`src/rtl/pc_fetch_stage_pkg.sv`:
```
// Shared widths, reset vector and FSM encoding for the instruction fetch stage.
// Also holds the sequential-PC helper used by the fetch stage.
package pc_fetch_stage_pkg;

   localparam int unsigned ADDR_W = 32;
   localparam int unsigned INST_W = 32;

   localparam logic [ADDR_W-1:0] RESET_PC_DEFAULT = 32'hBFC0_0000;
   localparam logic [ADDR_W-1:0] PC_STEP          = 32'h0000_0004;

   // REQ: ROM request outstanding, HOLD: word buffered while ID stalls,
   // DROP: waiting to swallow a response that a flush made stale.
   typedef enum logic [1:0] {
      ST_REQ  = 2'd0,
      ST_HOLD = 2'd1,
      ST_DROP = 2'd2
   } fetch_state_e;

   // Next sequential fetch address; wraps modulo 2^32.
   function automatic logic [ADDR_W-1:0] seq_pc(input logic [ADDR_W-1:0] pc);
      return pc + PC_STEP;
   endfunction

endpackage

```
`src/rtl/pc_fetch_stage_if_id_reg.sv`:
```
// IF/ID pipeline register: flush clears valid, load captures a new word,
// hold freezes the contents, otherwise a bubble is inserted.
module pc_fetch_stage_if_id_reg
   import pc_fetch_stage_pkg::*;
(
   input  logic              clk,
   input  logic              rst,
   input  logic              i_flush,
   input  logic              i_load,
   input  logic              i_hold,
   input  logic [ADDR_W-1:0] i_addr,
   input  logic [INST_W-1:0] i_inst,
   output logic [ADDR_W-1:0] o_addr,
   output logic [INST_W-1:0] o_inst,
   output logic              o_valid
);

   logic [ADDR_W-1:0] r_addr;
   logic [INST_W-1:0] r_inst;
   logic              r_valid;

   // Flush outranks load and hold; data fields are left alone when invalidated.
   always_ff @(posedge clk) begin
      if (rst) begin
         r_addr  <= 32'h0000_0000;
         r_inst  <= 32'h0000_0000;
         r_valid <= 1'b0;
      end else if (i_flush) begin
         r_valid <= 1'b0;
      end else if (i_load) begin
         r_addr  <= i_addr;
         r_inst  <= i_inst;
         r_valid <= 1'b1;
      end else if (!i_hold) begin
         r_valid <= 1'b0;
      end else begin
         r_valid <= r_valid;
      end
   end

   assign o_addr  = r_addr;
   assign o_inst  = r_inst;
   assign o_valid = r_valid;

endmodule

```
`src/rtl/pc_fetch_stage.sv`:
```
// Instruction fetch stage: PC generation, ROM handshake FSM, branch delay-slot
// redirect tracking and flush handling, feeding the IF/ID register.
module pc_fetch_stage
   import pc_fetch_stage_pkg::*;
#(
   parameter logic [ADDR_W-1:0] RESET_PC = RESET_PC_DEFAULT
)(
   input  logic              clk,
   input  logic              rst,
   input  logic              stall_id,
   input  logic              flush,
   input  logic [ADDR_W-1:0] flush_pc,
   input  logic              branch_flag,
   input  logic [ADDR_W-1:0] branch_addr,
   output logic              rom_en,
   output logic [ADDR_W-1:0] rom_addr,
   input  logic              rom_ready,
   input  logic [INST_W-1:0] rom_rdata,
   output logic [ADDR_W-1:0] id_addr,
   output logic [INST_W-1:0] id_inst,
   output logic              id_valid,
   output logic              fetch_stall
);

   fetch_state_e      r_state;
   logic [ADDR_W-1:0] r_pc;
   logic [INST_W-1:0] r_buf;
   logic              r_redir_pending;
   logic [ADDR_W-1:0] r_redir_addr;

   fetch_state_e      w_state_nxt;
   logic [ADDR_W-1:0] w_pc_nxt;
   logic [INST_W-1:0] w_buf_nxt;
   logic              w_redir_pending_nxt;
   logic [ADDR_W-1:0] w_redir_addr_nxt;

   logic              w_in_req;
   logic              w_in_hold;
   logic              w_in_drop;
   logic              w_deliver;
   logic              w_branch_taken;
   logic [INST_W-1:0] w_word;

   assign w_in_req       = (r_state == ST_REQ);
   assign w_in_hold      = (r_state == ST_HOLD);
   assign w_in_drop      = (r_state == ST_DROP);
   assign w_deliver      = ((w_in_req && rom_ready) || w_in_hold) && !stall_id && !flush;
   assign w_branch_taken = branch_flag && id_valid && !stall_id;
   assign w_word         = w_in_hold ? r_buf : rom_rdata;

   // Next-state, next-PC and redirect bookkeeping.
   always_comb begin
      w_state_nxt         = r_state;
      w_pc_nxt            = r_pc;
      w_buf_nxt           = r_buf;
      w_redir_pending_nxt = r_redir_pending;
      w_redir_addr_nxt    = r_redir_addr;

      case (r_state)
         ST_REQ: begin
            if (flush) begin
               w_state_nxt = rom_ready ? ST_REQ : ST_DROP;
            end else if (rom_ready && stall_id) begin
               w_state_nxt = ST_HOLD;
               w_buf_nxt   = rom_rdata;
            end else begin
               w_state_nxt = ST_REQ;
            end
         end
         ST_HOLD: begin
            if (flush || w_deliver) begin
               w_state_nxt = ST_REQ;
            end else begin
               w_state_nxt = ST_HOLD;
            end
         end
         ST_DROP: begin
            if (rom_ready) begin
               w_state_nxt = ST_REQ;
            end else begin
               w_state_nxt = ST_DROP;
            end
         end
         default: begin
            w_state_nxt = ST_REQ;
         end
      endcase

      // A branch seen without a delivery is remembered so the delay slot still goes out first.
      if (flush) begin
         w_pc_nxt            = flush_pc;
         w_redir_pending_nxt = 1'b0;
      end else if (w_deliver) begin
         if (w_branch_taken) begin
            w_pc_nxt = branch_addr;
         end else if (r_redir_pending) begin
            w_pc_nxt = r_redir_addr;
         end else begin
            w_pc_nxt = seq_pc(r_pc);
         end
         w_redir_pending_nxt = 1'b0;
      end else if (w_branch_taken) begin
         w_redir_pending_nxt = 1'b1;
         w_redir_addr_nxt    = branch_addr;
      end else begin
         w_redir_pending_nxt = r_redir_pending;
      end
   end

   // State register; reset abandons any outstanding request outright.
   always_ff @(posedge clk) begin
      if (rst) begin
         r_state         <= ST_REQ;
         r_pc            <= RESET_PC;
         r_buf           <= 32'h0000_0000;
         r_redir_pending <= 1'b0;
         r_redir_addr    <= 32'h0000_0000;
      end else begin
         r_state         <= w_state_nxt;
         r_pc            <= w_pc_nxt;
         r_buf           <= w_buf_nxt;
         r_redir_pending <= w_redir_pending_nxt;
         r_redir_addr    <= w_redir_addr_nxt;
      end
   end

   pc_fetch_stage_if_id_reg u_if_id (
      .clk     (clk),
      .rst     (rst),
      .i_flush (flush),
      .i_load  (w_deliver),
      .i_hold  (stall_id),
      .i_addr  (r_pc),
      .i_inst  (w_word),
      .o_addr  (id_addr),
      .o_inst  (id_inst),
      .o_valid (id_valid)
   );

   assign rom_en      = w_in_req;
   assign rom_addr    = r_pc;
   assign fetch_stall = (w_in_req && !rom_ready) || w_in_drop;

endmodule

```
`config.mk`:
```
export PLATFORM = sky130hd
export DESIGN_NAME = pc_fetch_stage
export DESIGN_NICKNAME = d
export VERILOG_FILES = /design/src/rtl/pc_fetch_stage_pkg.sv /design/src/rtl/pc_fetch_stage_if_id_reg.sv /design/src/rtl/pc_fetch_stage.sv
export SDC_FILE = /design/constraint.sdc
export NUM_CORES = 1
export LEC_CHECK = 0
export ABC_CLOCK_PERIOD_IN_PS = 2000
export CAP_MARGIN = 20
export CORE_ASPECT_RATIO = 1.5
export CORE_MARGIN = 2
export CORE_UTILIZATION = 48
export DETAILED_ROUTE_END_ITERATION = 6
export PLACE_DENSITY_LB_ADDON = 0.08
export SLEW_MARGIN = 10
export SYNTH_ARGS = -nofsm -noshare
export SYNTH_HDL_FRONTEND = slang
export SYNTH_SLANG_ARGS = --single-unit
```
`constraint.sdc`:
```
create_clock -name clk -period 2 [get_ports clk]
set_input_delay 0.4 -clock clk [delete_from_list [all_inputs] [get_ports clk]]
set_output_delay 0.4 -clock clk [all_outputs]
set_load 0.02 [all_outputs]
```
==> results of run 1 <==
cell type report:
class | count | share of cell area
sequential | 164 | 0.306
clock buffer | 19 | 0.0422
multi-input combinational | 656 | 0.347
timing repair buffer | 284 | 0.263
tap | 199 | 0.0232
inverter | 9 | 0.00315
clock inverter | 13 | 0.0149
registers in the layout, indices dropped and copies added, names as in the netlist:
name and cells:
r_buf 32, r_redir_addr 32, r_redir_pending 1, r_state 2, rom_addr 32, u_if_id.o_addr 32
u_if_id.o_inst 32, u_if_id.o_valid 1
critical path, delay by kind of cell (launching register included):
family	cells	cell delay (ps)
buf+inv	2	740
flops	1	390
worst paths after layout:
path                                   start                              end  cells past startpoint
max                 rom_addr[4]$_SDFFE_PP0P_                      rom_addr[4]                      2
min                                      rst  u_if_id.o_addr[23]$_SDFFE_PP0P_                      2
min reg2reg  u_if_id.o_addr[23]$_SDFFE_PP0P_  u_if_id.o_addr[23]$_SDFFE_PP0P_                      2
max reg2reg         rom_addr[3]$_SDFFE_PP0P_        rom_addr[22]$_SDFFE_PP1P_                      8
cells by family after synthesis:
logic type,Yosys count
buffers and inverters,83
xor gates and xnor gates,20
and+or+nand+nor,332
DFF,164
muxes,34
AOI/OAI and AO/OA,269
adders and majority gates,1
cells in the final DEF, fill, tap and decap left out, types with 14 or more instances in the layout:
cell / instances
buf_12: 15
nor2_1: 41
xor2_1: 17
o211ai_1: 14
clkbuf_16: 17
dfxtp_1: 161
o21ai_0: 14
nand2_1: 218
a21oi_1: 129
a22oi_1: 18
a211oi_1: 34
clkdlybuf4s50_1: 191
buf_4: 70
mux2i_1: 34
power groups by stage:
| stage | sequential (mW) | clock (mW) | combinational [mW] |
|---|---|---|---|
| floorplan | 3.65 | 0 | 0.407 |
| global route | 3.49 | 3.58 | 1.25 |
| detailed placement | 3.55 | 0 | 1.17 |
| finish | 3.47 | 3.41 | 1.17 |
| CTS | 3.47 | 3.46 | 1.17 |
| global placement | 3.54 | 0 | 1.16 |
layer usage:
layer,GRT usage,wire [um],up-vias
met5,0,0,-
met3,0.0578,1380,34
met2,0.480,11400,260
li1,-,-,3651
met4,0.0959,389,0
met1,0.306,8790,3440
through the flow:
stage | worst slack, ps | util
after global routing | 1.18 | 0.715
final | 45.0 | 0.715
after global placement | -133 | 0.674
after CTS | 29.8 | 0.714
after detailed placement | -163 | 0.674
after floorplan | 42.7 | -
repair_timing:
item                       in CTS  in global routing
gates resized for setup         6                  3
buffers inserted                0                  1
setup endpoints to repair       6                  6
gates cloned                    0                  0
==> run_results.csv, run 1 <==
group,metric,value,unit
run_status,status,"complete, no violations",
grt,grt-ovfl-total,0,
sta,drv_slew,0,
placed_design,gp_congestion,0.836,
drt,drt_drc_violations_left,0,
sta,relSlewSlack,0.698,
critical_path,cp.arrival,1550,ps
placed_design,numPortBuffers,200,
final_layout,layoutNonFillerInstCount,1344,
grt,grt_max_degree,45,
final_layout,multi_input_comb_area,3730,um^2
yosys,ys_seq_area_frac,0.449,
grt,grt_usage,0.265,
pwr,p_int,5.94,mW
pwr,power.density,750,nW/um^2
drt,drt_first_pass_iters,5,
critical_path,rrSetupSlack,170,ps
pwr,vdd_drop_max,0.000526,V
yosys,synth_area,7320,um^2
critical_path,crit_chain,"buf_4 > clkdlybuf4s50_1",
pwr,total_power,8.05,mW
yosys,synth_edf_count,0,
sta,hold-worst-slack,429,ps
clock_network,clk_latency,420,ps
yosys,yosysTopAreaCell,"dfxtp_1",
yosys,postSynthCellCount,903,
yosys,synth.most_common_cell,"nand2_1",
clock_network,cts.reportedPaths.clkPinSlew,70,ps
critical_path,crit_path_top_delay_cell,"clkdlybuf4s50_1",
final_layout,drive_gt1_frac,0.120,
floorplanning,start_util,0.488,
pwr,p_sw_frac,0.262,
yosys,synth_fa_ha_area_frac,0.00171,
floorplanning,rows,55,
clock_network,h-tree-depth,4,
pwr,p_comb_frac,0.145,
min_path,hold_path.class,"in -> reg",
critical_path,critPathRequiredTime,1600,ps
final_layout,fin_nets,1235,
sta,post-route-period-util,0.977,
floorplanning,die_area,16300,um^2
floorplanning,die_h,155,um
clock_network,ctsHoldBuffers,0,
sta,setup_viol,0,
drt,routed_wl,22000,um
sta,fin_setup_tns,0,ps
yosys,synth-xor-area-share,0.0239,
clock_network,cts_sinks,164,
sta,tightest_slew,453,ps
yosys,synthSimpleGateAreaFrac,0.201,
grt,first_global_vias,7012,
final_layout,num-fill-cells,1293,
clock_network,tritoncts,"yes",
sta,period_minus_slack,1950,ps
yosys,synth_top_family_by_area,"compound AO/OA/AOI/OAI gates",
drt,viasPerCell,5.49,
yosys,synth_commonest_cells,"nand2_1, dfxtp_1, a21oi_1",
final_layout,area_delta_synth_final,46.6,%
critical_path,crit_path_end_kind,"output pin",
yosys,synth-async-reset-ratio,0,
critical_path,crit_type,"reg -> out",
sta,fmax,512,MHz
clock_network,cts_made_buffers,17,
run,cap_violations,0,
yosys,synth_cell_types,50,
drt,post_drt_wl_per_cell,16.4,um
floorplanning,ios,201,
pwr,p_sw,2.11,mW
drt,first_iter_violations,482,
critical_path,startpoint_type,"register",
placed_design,place_hpwl,15700,um
final_layout,seq_area,3290,um^2
yosys,avgSynthCellArea,8.10,um^2
floorplanning,fp.coreArea,15000,um^2
yosys,ys.warnings.count,0,
floorplanning,die_w,105,um
clock_network,cts_buffer_depth,2,
drt,postRouteAntennaNets,0,
yosys,synth_top_flop_cell,"dfxtp_1",
pwr,p_leak,4.11,nW
final_layout,stdcell_area,10700,um^2
pwr,p_clk_frac,0.423,
grt,grt_pass1_wl,35100,um
yosys,syn_nets,1006,
yosys,synth_top_area_share,0.449,
yosys,synth_area_leaders,"dfxtp_1, nand2_1, a21oi_1, mux2i_1, a211oi_1",
placed_design,placed_area,10100,um^2
drt,vias,7385,
sta,rsz0062_at_grt,"no",
sta,hold_viol_final,0,
critical_path,slowest_delay,600,ps
final_layout,n_antenna_cell,0,
yosys,synth_compound_area_frac,0.234,
yosys,ys_ff_latch,164,
clock_network,clockRootBuffer,"clkbuf_16",
sta,finalClockSkew,13.4,ps
grt,antenna_found_initial,0,
placed_design,place_inst,1311,
critical_path,crit_fanout,6,
yosys,muxShareOfSynthArea,0.0465,
pwr,seqPwrFrac,0.431,
No activity file was read; power rests on OpenSTA's default activity.
==> run 2, diff against run 1 <==
Settings changed: CTS_CLUSTER_SIZE set to 20.
==> results of run 2 <==
No change in the layout: final DEF, timing and power equal those of run 1.
==> run 3, diff against run 2 <==
==> constraint.sdc (replaced) <==
create_clock -name clk -period 2 [get_ports clk]
set_input_delay 0.3 -clock clk [delete_from_list [all_inputs] [get_ports clk]]
set_output_delay 0.3 -clock clk [all_outputs]
set_load 0.02 [all_outputs]
==> run_results.csv, run 3 (same netlist as run 1, synthesis figures left out) <==
group,metric,value,unit
clock_network,h-tree-depth,4,
critical_path,crit_fanout,8,
sta,drv_slew,0,
grt,grt_max_degree,45,
grt,grt_usage,0.269,
critical_path,path_delay_family,"buffers and inverters",
final_layout,utilization,0.711,
run,cap_violations,0,
sta,tightest_slew,511,ps
pwr,p_sw,2.12,mW
critical_path,crit_chain,"clkdlybuf4s50_1",
sta,period_minus_slack,1920,ps
drt,wl_met2,11200,um
placed_design,pre_cts_ws,-74.3,ps
min_path,min_path_cells,2,
min_path,hold_path.class,"in -> reg",
critical_path,slowest_delay,680,ps
drt,highest_layer,"met4",
drt,viasPerCell,5.52,
pwr,p_leak,4.03,nW
min_path,min_to,"u_if_id.o_addr[28]$_SDFFE_PP0P_",
critical_path,crit_path_top_delay_cell,"clkdlybuf4s50_1",
drt,drt-met1-wl,8780,um
placed_design,numPortBuffers,200,
sta,post-route-period-util,0.961,
grt,first_global_vias,7104,
clock_network,tritoncts,"yes",
clock_network,cts_made_buffers,17,
drt,routed_wl,22000,um
pwr,seqPwrFrac,0.438,
critical_path,reg2reg_to,"rom_addr[14]$_SDFFE_PP0P_",
pwr,p_sw_frac,0.267,
clock_network,cts_buffer_depth,2,
floorplanning,die_area,16300,um^2
pwr,vdd_drop_max,0.000593,V
sta,finalClockSkew,12.4,ps
floorplanning,fp.coreArea,15000,um^2
pwr,total_power,7.93,mW
sta,fmax,520,MHz
critical_path,crit_type,"reg -> out",
pwr,power.density,743,nW/um^2
drt,first_iter_violations,456,
critical_path,startpoint_type,"register",
critical_path,rrSetupSlack,100,ps
clock_network,clk_latency,420,ps
final_layout,n_antenna_cell,0,
drt,post_drt_wl_per_cell,16.4,um
min_path,hp-start,"rst",
final_layout,final_cell_mix,"nand2_1, clkdlybuf4s50_1, dfxtp_1, a21oi_1, buf_4",
placed_design,place_hpwl,15400,um
grt,antenna_found_initial,0,
floorplanning,die_w,105,um
clock_network,clockRootBuffer,"clkbuf_16",
sta,fin_ws,77.5,ps
pwr,p_int,5.82,mW
placed_design,gp_congestion,0.836,
sta,rsz0062_at_grt,"no",
sta,hold_viol_final,0,
critical_path,cp.arrival,1620,ps
clock_network,cts_setup_buffers,0,
clock_network,cts_sinks,164,
critical_path,crit_buf_inv,1,
critical_path,critPathRequiredTime,1700,ps
floorplanning,ios,201,
run_status,status,"complete, no violations",
critical_path,r2r_start,"rom_addr[3]$_SDFFE_PP0P_",
grt,grt_pass1_wl,35300,um
floorplanning,die_h,155,um
sta,relSlewSlack,0.659,
drt,drt_first_pass_iters,5,
final_layout,area_delta_synth_final,45.8,%
pwr,p_comb_frac,0.148,
final_layout,layout_commonest_cell,"nand2_1",
critical_path,reg2regPathDepth,7,
critical_path,crit_path_end_kind,"output pin",
final_layout,num-fill-cells,1244,
final_layout,drive_gt1_frac,0.117,
clock_network,cts.reportedPaths.clkPinSlew,70,ps
grt,grt-ovfl-total,0,
drt,vias,7386,
drt,wl_met3,1470,um
pwr,p_clk_frac,0.414,
floorplanning,start_util,0.488,
floorplanning,rows,55,
sta,setup_viol,0,
sta,hold-worst-slack,352,ps
drt,drt_drc_violations_left,0,
final_layout,fin_nets,1230,
drt,postRouteAntennaNets,0,
## run 3: what timing repair did
item | CTS | global route
endpoints found under the setup margin | 1 | 3
pin swaps | 0 | 0
hold buffers | 0 | 0
resized for setup | 1 | 2
## run 3: layout make-up
| cell class | count | area, um^2 | share of cell area |
|---|---|---|---|
| flip-flops and latches | 164 | 3290 | 0.308 |
| clock buffers | 19 | 453 | 0.0424 |
| clock inverters | 13 | 140 | 0.0131 |
| repair buffers | 279 | 2780 | 0.260 |
| well taps | 199 | 249 | 0.0233 |
| inverters | 9 | 33.8 | 0.00317 |
| multi-input cells | 656 | 3730 | 0.349 |
## run 3: worst max-delay path by stage
stage / start / to / slack [ps] / cells past startpoint
global placement: stall_id / rom_addr[23]$_SDFFE_PP1P_ / -8 / 6
floorplan: rom_addr[2]$_SDFFE_PP0P_ / rom_addr[30]$_SDFFE_PP0P_ / 40 / 6
CTS: rom_addr[4]$_SDFFE_PP0P_ / rom_addr[4] / 20 / 2
global route: rom_addr[3]$_SDFFE_PP0P_ / rom_addr[14]$_SDFFE_PP0P_ / 3 / 7
detailed placement: stall_id / rom_addr[10]$_SDFFE_PP0P_ / -70 / 7
finish: rom_addr[26]$_SDFFE_PP1P_ / rom_addr[26] / 80 / 1
## run 3: per-stage QoR
step           std cells  TNS (ps)  area [um^2]
2_1_floorplan        903         0         7320
3_3_place_gp        1307     -15.7        10100
3_5_place_dp        1307      -840        10100
4_1_cts             1339         0        10700
5_1_grt             1339         0        10700
6_report            1339         0        10700
## run 3: layer usage
layer | track usage | up-vias
met5 | 0 | -
met2 | 0.479 | 250
li1 | - | 3654
met3 | 0.0704 | 39
met1 | 0.306 | 3443
met4 | 0.103 | 0
## run 3: power by group through the flow
stage                     Sequential (mW)  Clock [mW]  Combinational, mW
after global placement               3.54           0               1.16
final                                3.47        3.28               1.18
after detailed placement             3.55           0               1.17
after global routing                 3.48        3.49               1.26
after floorplan                      3.65           0              0.407
after CTS                            3.47        3.34               1.18
